[src/rtl/framebuffer_write_arbiter.sv]
// framebuffer_write_arbiter
//   Shares a single framebuffer write port between a CPU pixel-write
//   interface and a rectangle-outline draw engine. Each cycle at most one
//   pixel is written. When both sides want the port, a round-robin
//   last_grant flag decides.
//
// Ports
//   CLK, RESET            clock, asynchronous active-high reset
//   CPU_REQ/ADDR/DATA     CPU write request, held until CPU_ACK
//   CPU_ACK               one-cycle pulse, coincides with the CPU write on WRITE_EN
//   DRAW_START            pulse that starts an outline draw (ignored while busy)
//   DRAW_X0/X1, Y0/Y1     rectangle corners (any order, clamped to the screen)
//   DRAW_COLOR            outline colour
//   DRAW_BUSY, DRAW_DONE  draw in progress / one-cycle completion pulse
//   WRITE_EN/ADDR/DATA    registered framebuffer write port
module framebuffer_write_arbiter #(
  parameter int H_RES = 640,
  parameter int V_RES = 480
) (
  input  logic        CLK,
  input  logic        RESET,
  input  logic        CPU_REQ,
  input  logic [18:0] CPU_ADDR,
  input  logic [23:0] CPU_DATA,
  output logic        CPU_ACK,
  input  logic        DRAW_START,
  input  logic [9:0]  DRAW_X0,
  input  logic [9:0]  DRAW_X1,
  input  logic [8:0]  DRAW_Y0,
  input  logic [8:0]  DRAW_Y1,
  input  logic [23:0] DRAW_COLOR,
  output logic        DRAW_BUSY,
  output logic        DRAW_DONE,
  output logic        WRITE_EN,
  output logic [18:0] WRITE_ADDR,
  output logic [23:0] WRITE_DATA
);

  localparam logic [9:0] X_LIM = 10'(H_RES - 1);
  localparam logic [8:0] Y_LIM = 9'(V_RES - 1);

  typedef enum logic [2:0] {IDLE, TOP, BOTTOM, LEFT, RIGHT, FINISH} state_t;

  state_t      state_reg, state_next;
  logic [9:0]  xmin_reg, xmax_reg, x_cnt_reg, x_cnt_next;
  logic [8:0]  ymin_reg, ymax_reg, y_cnt_reg, y_cnt_next;
  logic [23:0] color_reg;
  logic        last_grant_draw_reg;   // 1 = draw engine won the most recent grant

  logic [9:0]  x_lo, x_hi;
  logic [8:0]  y_lo, y_hi;
  logic [9:0]  pix_x;
  logic [8:0]  pix_y;
  logic [18:0] pix_addr;
  logic [8:0]  y_span;
  logic        start_accept, draw_pending, cpu_eligible, grant_cpu, grant_draw;

  // Normalise the corners, then clamp both ends to the visible area.
  always_comb begin
    x_lo = (DRAW_X0 < DRAW_X1) ? DRAW_X0 : DRAW_X1;
    x_hi = (DRAW_X0 < DRAW_X1) ? DRAW_X1 : DRAW_X0;
    y_lo = (DRAW_Y0 < DRAW_Y1) ? DRAW_Y0 : DRAW_Y1;
    y_hi = (DRAW_Y0 < DRAW_Y1) ? DRAW_Y1 : DRAW_Y0;
    if (x_lo > X_LIM) x_lo = X_LIM;
    if (x_hi > X_LIM) x_hi = X_LIM;
    if (y_lo > Y_LIM) y_lo = Y_LIM;
    if (y_hi > Y_LIM) y_hi = Y_LIM;
  end

  // DRAW_BUSY is low exactly when the FSM sits in IDLE.
  assign start_accept = DRAW_START && (state_reg == IDLE);
  assign draw_pending = (state_reg == TOP) || (state_reg == BOTTOM) ||
                        (state_reg == LEFT) || (state_reg == RIGHT);
  // The cycle carrying CPU_ACK is never eligible, which spaces CPU writes.
  assign cpu_eligible = CPU_REQ && !CPU_ACK;
  assign grant_cpu    = cpu_eligible && (!draw_pending || last_grant_draw_reg);
  assign grant_draw   = draw_pending && !grant_cpu;
  assign y_span       = ymax_reg - ymin_reg;

  // Current outline pixel for each edge of the rectangle.
  always_comb begin
    pix_x = x_cnt_reg;
    pix_y = ymin_reg;
    case (state_reg)
      BOTTOM: pix_y = ymax_reg;
      LEFT: begin
        pix_x = xmin_reg;
        pix_y = y_cnt_reg;
      end
      RIGHT: begin
        pix_x = xmax_reg;
        pix_y = y_cnt_reg;
      end
      default: ;
    endcase
  end

  // Modulo-2^19 arithmetic gives the 19-bit truncation directly.
  assign pix_addr = 19'(pix_y) * 19'(H_RES) + 19'(pix_x);

  // Counters only move on a granted draw write, so a lost arbitration
  // simply retries the same pixel next cycle.
  always_comb begin
    state_next = state_reg;
    x_cnt_next = x_cnt_reg;
    y_cnt_next = y_cnt_reg;
    case (state_reg)
      IDLE: begin
        if (start_accept) begin
          state_next = TOP;
          x_cnt_next = x_lo;
        end
      end
      TOP: begin
        if (grant_draw) begin
          if (x_cnt_reg == xmax_reg) begin
            if (ymax_reg != ymin_reg) begin
              state_next = BOTTOM;
              x_cnt_next = xmin_reg;
            end else begin
              state_next = FINISH;
            end
          end else begin
            x_cnt_next = x_cnt_reg + 10'd1;
          end
        end
      end
      BOTTOM: begin
        if (grant_draw) begin
          if (x_cnt_reg == xmax_reg) begin
            if (y_span >= 9'd2) begin
              state_next = LEFT;
              y_cnt_next = ymin_reg + 9'd1;
            end else begin
              state_next = FINISH;
            end
          end else begin
            x_cnt_next = x_cnt_reg + 10'd1;
          end
        end
      end
      LEFT: begin
        if (grant_draw) begin
          if (y_cnt_reg == ymax_reg - 9'd1) begin
            if (xmax_reg != xmin_reg) begin
              state_next = RIGHT;
              y_cnt_next = ymin_reg + 9'd1;
            end else begin
              state_next = FINISH;
            end
          end else begin
            y_cnt_next = y_cnt_reg + 9'd1;
          end
        end
      end
      RIGHT: begin
        if (grant_draw) begin
          if (y_cnt_reg == ymax_reg - 9'd1) state_next = FINISH;
          else                               y_cnt_next = y_cnt_reg + 9'd1;
        end
      end
      FINISH:  state_next = IDLE;
      default: state_next = IDLE;
    endcase
  end

  always_ff @(posedge CLK or posedge RESET) begin
    if (RESET) begin
      state_reg           <= IDLE;
      x_cnt_reg           <= '0;
      y_cnt_reg           <= '0;
      xmin_reg            <= '0;
      xmax_reg            <= '0;
      ymin_reg            <= '0;
      ymax_reg            <= '0;
      color_reg           <= '0;
      last_grant_draw_reg <= 1'b1;   // CPU wins the first tie
      WRITE_EN            <= 1'b0;
      WRITE_ADDR          <= '0;
      WRITE_DATA          <= '0;
      CPU_ACK             <= 1'b0;
      DRAW_BUSY           <= 1'b0;
      DRAW_DONE           <= 1'b0;
    end else begin
      state_reg <= state_next;
      x_cnt_reg <= x_cnt_next;
      y_cnt_reg <= y_cnt_next;
      if (start_accept) begin
        xmin_reg  <= x_lo;
        xmax_reg  <= x_hi;
        ymin_reg  <= y_lo;
        ymax_reg  <= y_hi;
        color_reg <= DRAW_COLOR;
      end
      if (grant_cpu)       last_grant_draw_reg <= 1'b0;
      else if (grant_draw) last_grant_draw_reg <= 1'b1;

      WRITE_EN <= grant_cpu || grant_draw;
      CPU_ACK  <= grant_cpu;
      if (grant_cpu) begin
        WRITE_ADDR <= CPU_ADDR;
        WRITE_DATA <= CPU_DATA;
      end else if (grant_draw) begin
        WRITE_ADDR <= pix_addr;
        WRITE_DATA <= color_reg;
      end else begin
        WRITE_ADDR <= '0;
        WRITE_DATA <= '0;
      end
      // Busy mirrors "not IDLE"; the done pulse lands as the FSM returns
      // to IDLE, so it follows the last outline write with busy already low.
      DRAW_BUSY <= (state_next != IDLE);
      DRAW_DONE <= (state_reg == FINISH);
    end
  end

endmodule

[config.mk]
export PLATFORM = sky130hd
export DESIGN_NAME = framebuffer_write_arbiter
export DESIGN_NICKNAME = d
export VERILOG_FILES = /design/src/rtl/framebuffer_write_arbiter.sv
export SDC_FILE = /design/constraint.sdc
export NUM_CORES = 1
export LEC_CHECK = 0
export ABC_AREA = 0
export ABC_CLOCK_PERIOD_IN_PS = 10900
export BUFFER_PORTS_ARGS = -buffer_cell sky130_fd_sc_hd__buf_2
export CAP_MARGIN = 20
export CORE_UTILIZATION = 62
export CTS_CLUSTER_SIZE = 8
export DETAILED_ROUTE_END_ITERATION = 8
export GPL_TIMING_DRIVEN = 0
export PLACE_DENSITY = 0.87
export SLEW_MARGIN = 20
export SYNTH_ARGS = -nofsm -noshare
export SYNTH_HDL_FRONTEND = slang
export SYNTH_SLANG_ARGS = --single-unit
[constraint.sdc]
create_clock -name CLK -period 10.9 [get_ports CLK]
set_clock_uncertainty 0.15 [all_clocks]
set_input_delay 1.635 -clock CLK [delete_from_list [all_inputs] [get_ports CLK]]
set_output_delay 1.635 -clock CLK [all_outputs]
set_load 0.05 [all_outputs]
# ---- After elaboration in Yosys (flattened, before gate mapping)
# Cells that the tools add are included.
# W data, S select, Z words.
dict set report word_totals {
  input_bits 109
  ram_bits 0
  elab_cells 114
  latch_bits 0
  mem_count 0
  rom_bits 0
  reg_bits 132
  output_inout_bits 47
}
dict set report op_classes {
  mul 1
  add_sub_neg 6
  div_mod_pow 0
  n_shift 0
  n_eq_ne 20
  reduce_logical 20
  bitwise_logic 0
  mux 45
  n_lt_le_gt_ge 7
}
# operator n
set ops {}
lappend ops {{$mux W9} 12}
lappend ops {{$mux W10} 10}
lappend ops {{$mux W24} 2}
lappend ops {{$mux W19} 2}
lappend ops {{$mux W3} 11}
lappend ops {{$pmux W10 S3} 1}
lappend ops {{$pmux W9 S3} 1}
lappend ops {{$gt A10 B10 Y1 const B} 2}
lappend ops {{$pmux W10 S2} 1}
lappend ops {{$add A19 B10 Y19} 1}
lappend ops {{$add A9 B1 Y9 const B} 2}
lappend ops {{$gt A9 B9 Y1 const B} 2}
lappend ops {{$pmux W9 S2} 1}
lappend ops {{$pmux W3 S5} 1}
lappend ops {{$ne A2 B2 Y1 const B} 7}
lappend ops {{$mul A9 B3 Y12 const B} 1}
lappend ops {{$add A10 B1 Y10 const B} 1}
lappend ops {{$eq A10 B10 Y1} 1}
lappend ops {{$lt A10 B10 Y1} 1}
lappend ops {{$ne A10 B10 Y1} 1}
lappend ops {{$eq A9 B9 Y1} 1}
lappend ops {{$ge A9 B2 Y1 const B} 1}
lappend ops {{$lt A9 B9 Y1} 1}
lappend ops {{$ne A9 B9 Y1} 1}
lappend ops {{other kinds (17)} 34}

# ---- Longest topological paths before layout
dict set report depth {
  depth_word 12
  ltp_mapped 16
}

# ---- Least setup slack after synthesis
# OpenSTA, ideal clock, no wires.
dict set report synth_timing {
  kind {flip-flop to flip-flop}
  start {reg state_reg[2]}
  end {reg WRITE_ADDR[17]}
  path_stages_with_launch 17
  synth_period_minus_slack_ns 4.146
  setup_time_ns 0.121
  slack_ns 6.754
  arrival_time_ns 3.875
  path_buffers 2
  t_required_ns 10.629
  path_cell_list {dfrtp_1 -> clkbuf_1 -> nand2b_1 -> clkbuf_1 -> o22a_1 -> o22ai_1 -> a21oi_1 -> ha_1 -> ha_1 -> fa_1 -> a21o_1 -> a311o_1 -> a21oi_1 -> xor2_1 -> nor3_1 -> xor2_1 -> a22o_1}
}
dict set report synth_between {
  elab_chain_len 11
}
# element line_no
set synth_rtl {}
lappend synth_rtl {{start, declared} 44} ;# state_t state_reg, state_next;
lappend synth_rtl {{start signal, assigned} 185} ;# state_reg <= state_next;
lappend synth_rtl {{branches (longest 10 deep; another with $add A19 B10 Y19)} n/a}
lappend synth_rtl {{$mux W19 (*)} 200} ;# if (grant_cpu) begin
lappend synth_rtl {{end signal, assigned} 204} ;# WRITE_ADDR <= pix_addr;
lappend synth_rtl {{end, declared} 35} ;# output logic [18:0] WRITE_ADDR,
# Every way passes the cells marked *.
# A chain may end at the register's enable or synchronous reset.

# ---- Final worst setup path
# Same ends and word-level chain as after synthesis.

==> results_dict.tcl <==
set metrics [dict create \
    rsz0062_at_grt "no" \
    wl_um 25400 \
    fill_cells 1012 \
    start_kind "flop" \
    root_buffer "clkbuf_16" \
    r2r-end "WRITE_ADDR[17]$_DFF_PP0_" \
    post_cts_buffers 0 \
    synth_area_leaders "dfrtp_1, nand2_1, ha_1" \
    ys_ff_latch 132 \
    final_common_cell "nand2_1" \
    drv_slew 0 \
    max_slew_margin_pct 35.4 \
    cts_resized 0 \
    synth_edf_count 0 \
    grt_pass1_wl_um 41300 \
    netlist_instances 1044 \
    syn_to_final_growth_pct 18.3 \
    crit_arrival_ps 5050 \
    ant_nets 0 \
    die-area_um2 14800 \
    clockPowerShare_pct 29.3 \
    grt_max_degree 93 \
    die_w_um 122 \
    register_area_um2 3300 \
    hpwl_um 18600 \
    die_y_um 122 \
    avgSynthCellArea_um2 8.49 \
    finalSetupViolCount 0 \
    p_leak_nw 5.26 \
    min_to "color_reg[23]$_DFFE_PP0P_" \
    cts_tree "yes" \
    rr_startpoint "state_reg[2]$_DFF_PP0_" \
    grt_usage_pct 35.8 \
    crit_type "reg -> reg" \
    cts_buffers 17 \
    rr_worst_depth 16 \
    antenna_cells 0 \
    clock_sink_count 132 \
    drive_above_1_share_pct 17.9 \
    grt_pass1_vias 8554 \
    yosysWarnings 0 \
    period_share_pct 44.8 \
    sw_frac_of_total_pct 40.0 \
    cp_max_fo 10 \
    tightest_slew_ps 969 \
    rows 43 \
    synth_ff_type "dfrtp_1" \
    hold_viol 0 \
    grt_remaining_overflow 0 \
    status "finished, final reports clean" \
    antenna_found_initial 1 \
    clock_latency_ps 440 \
    clockBufferDepth 2 \
    hp-class "reg -> reg" \
    hp-start "color_reg[23]$_DFFE_PP0P_" \
    ys_types 75 \
    seq_power_share_pct 29.6 \
    vdd.ir_drop.worst_v 0.000133 \
    critPathRequiredTime_ps 11060 \
    async_flop_share_pct 100 \
    vias 8920 \
    wl_per_cell_um 18.0 \
    p_sw_mw 0.786 \
    numPortBuffers 155 \
    yosys.area.top_type_share_pct 37.0 \
    vias_per_cell 6.32 \
    cts.hold.buffers_added 0 \
    yosysSeqAreaShare_pct 37.3 \
    holdPathStages 2 \
    final_cell_mix "nand2_1, buf_2, dfrtp_1" \
    gp_congestion 0.964 \
    synth_top_area_cell "dfrtp_1" \
    multiInputGateArea_um2 5080 \
    setup_tns_ps 0 \
    clk_pin_slew_ps 60 \
    fin_nets 1377 \
    start_util_pct 63.6 \
    clock.fmax_mhz 205 \
    synth_nets 1202 \
    io_pins 156 \
    power.density_nw_per_um2 187 \
    fp.coreArea_um2 13900 \
    synth_area_um2 8860 \
    p_comb_share_pct 41.1 \
    rrSetupSlack_ps 6010 \
    cp-end-kind "flop" \
    max-cap-violations 0 \
    htreeDepth 4 \
    intPower_mw 1.18 \
    fin_cells 1412 \
    period_needed_ps 4890 \
    remaining_drc_errors 0 \
    dr.pass1.iters 5 \
    dp_cells 1380 \
    drt_iter0_drc 832 \
]
-- cell type report --
| class | count | share of cell area [%] |
|---|---|---|
| multi-input combinational | 797 | 48.4 |
| timing repair buffer | 156 | 7.66 |
| buffer | 66 | 2.84 |
| inverter | 49 | 1.83 |
| clock inverter | 13 | 1.29 |
| clock buffer | 19 | 4.32 |
| tap | 180 | 2.15 |
| sequential | 132 | 31.5 |
-- kinds of logic (layout without fill, tap and decap cells) --
group | after synthesis | after routing | share of synthesized area, %
AOI/OAI and AO/OA | 277 | 277 | 21.4
muxes | 29 | 29 | 3.42
and+or+nand+nor | 388 | 388 | 20.0
adders and majority gates | 49 | 49 | 7.17
buffers and inverters | 115 | 303 | 5.44
DFF | 132 | 132 | 37.3
xor gates and xnor gates | 54 | 54 | 5.34
-- synthesized netlist by cell type (all sizes together), types with 10 or more instances --
library cell and count:
o21ai 59, dfrtp 131, nand4 15, a21oi 46
nand2 200, inv 47, o21a 10, o22ai 33
clkbuf 49, a21o 12, nand2b 11, nor3 13
mux2i 22, o2111ai 10, nor2 47, ha 46
a22oi 13, o221ai 10, or3 13, xnor2 28
a211oi 15, and3 12, buf 17, xor2 26
nand3 48
-- layer usage --
metal,vias to the layer above,global-route usage (%),wire length [µm],share of wire (%)
li1,4126,-,-,-
met1,4195,45.9,10200,40
met2,499,59.2,12100,48
met3,98,6.09,2040,8.1
met4,2,16.5,989,3.9
met5,-,0,13,0.051
-- stage by stage --
step / setup slack (ps) / instance area, µm² / hold WS [ps] / power, mW / util, %
after floorplan: 5590 / 8860 / 295 / 1.20 / -
after global placement: 4240 / 9860 / 307 / 1.36 / 70.8
after detailed placement: 6100 / 9900 / 312 / 1.39 / 71.0
after CTS: 6070 / 10500 / 328 / 1.96 / 75.3
after global routing: 5710 / 10500 / 354 / 2.06 / 75.3
final: 6010 / 10500 / 329 / 1.96 / 75.3
-- power by group through the flow --
stage,sequential (mW),combinational (mW),clock (mW)
floorplan,0.727,0.472,0
global route,0.589,0.878,0.590
detailed placement,0.590,0.796,0
global placement,0.588,0.775,0
finish,0.582,0.806,0.575
CTS,0.582,0.803,0.573
-- how the worst max path moves through the flow --
stage	startpoint	cells after the start	slack, ps	end
finish	state_reg[2]$_DFF_PP0_	16	6010	WRITE_ADDR[17]$_DFF_PP0_
detailed placement	state_reg[2]$_DFF_PP0_	16	6100	WRITE_ADDR[17]$_DFF_PP0_
floorplan	RESET	1	5590	CPU_ACK$_DFF_PP0_
global route	state_reg[2]$_DFF_PP0_	16	5710	WRITE_ADDR[17]$_DFF_PP0_
CTS	state_reg[2]$_DFF_PP0_	16	6070	WRITE_ADDR[17]$_DFF_PP0_
global placement	RESET	2	4240	ymin_reg[0]$_DFFE_PP0P_
-- worst max-delay path, cell delays in order, from the launching register on --
cell and delay (ps):
dfrtp_1 350, clkbuf_1 410, nand2b_1 260, clkbuf_1 390, o22a_1 230, o22ai_1 80
a21oi_1 400, ha_1 320, ha_1 240, fa_1 410, a21o_1 190, a311o_1 360
a21oi_1 240, xor2_1 280, nor3_1 100, xor2_1 150, a22o_1 200
No activity file was read; power rests on OpenSTA's default activity.
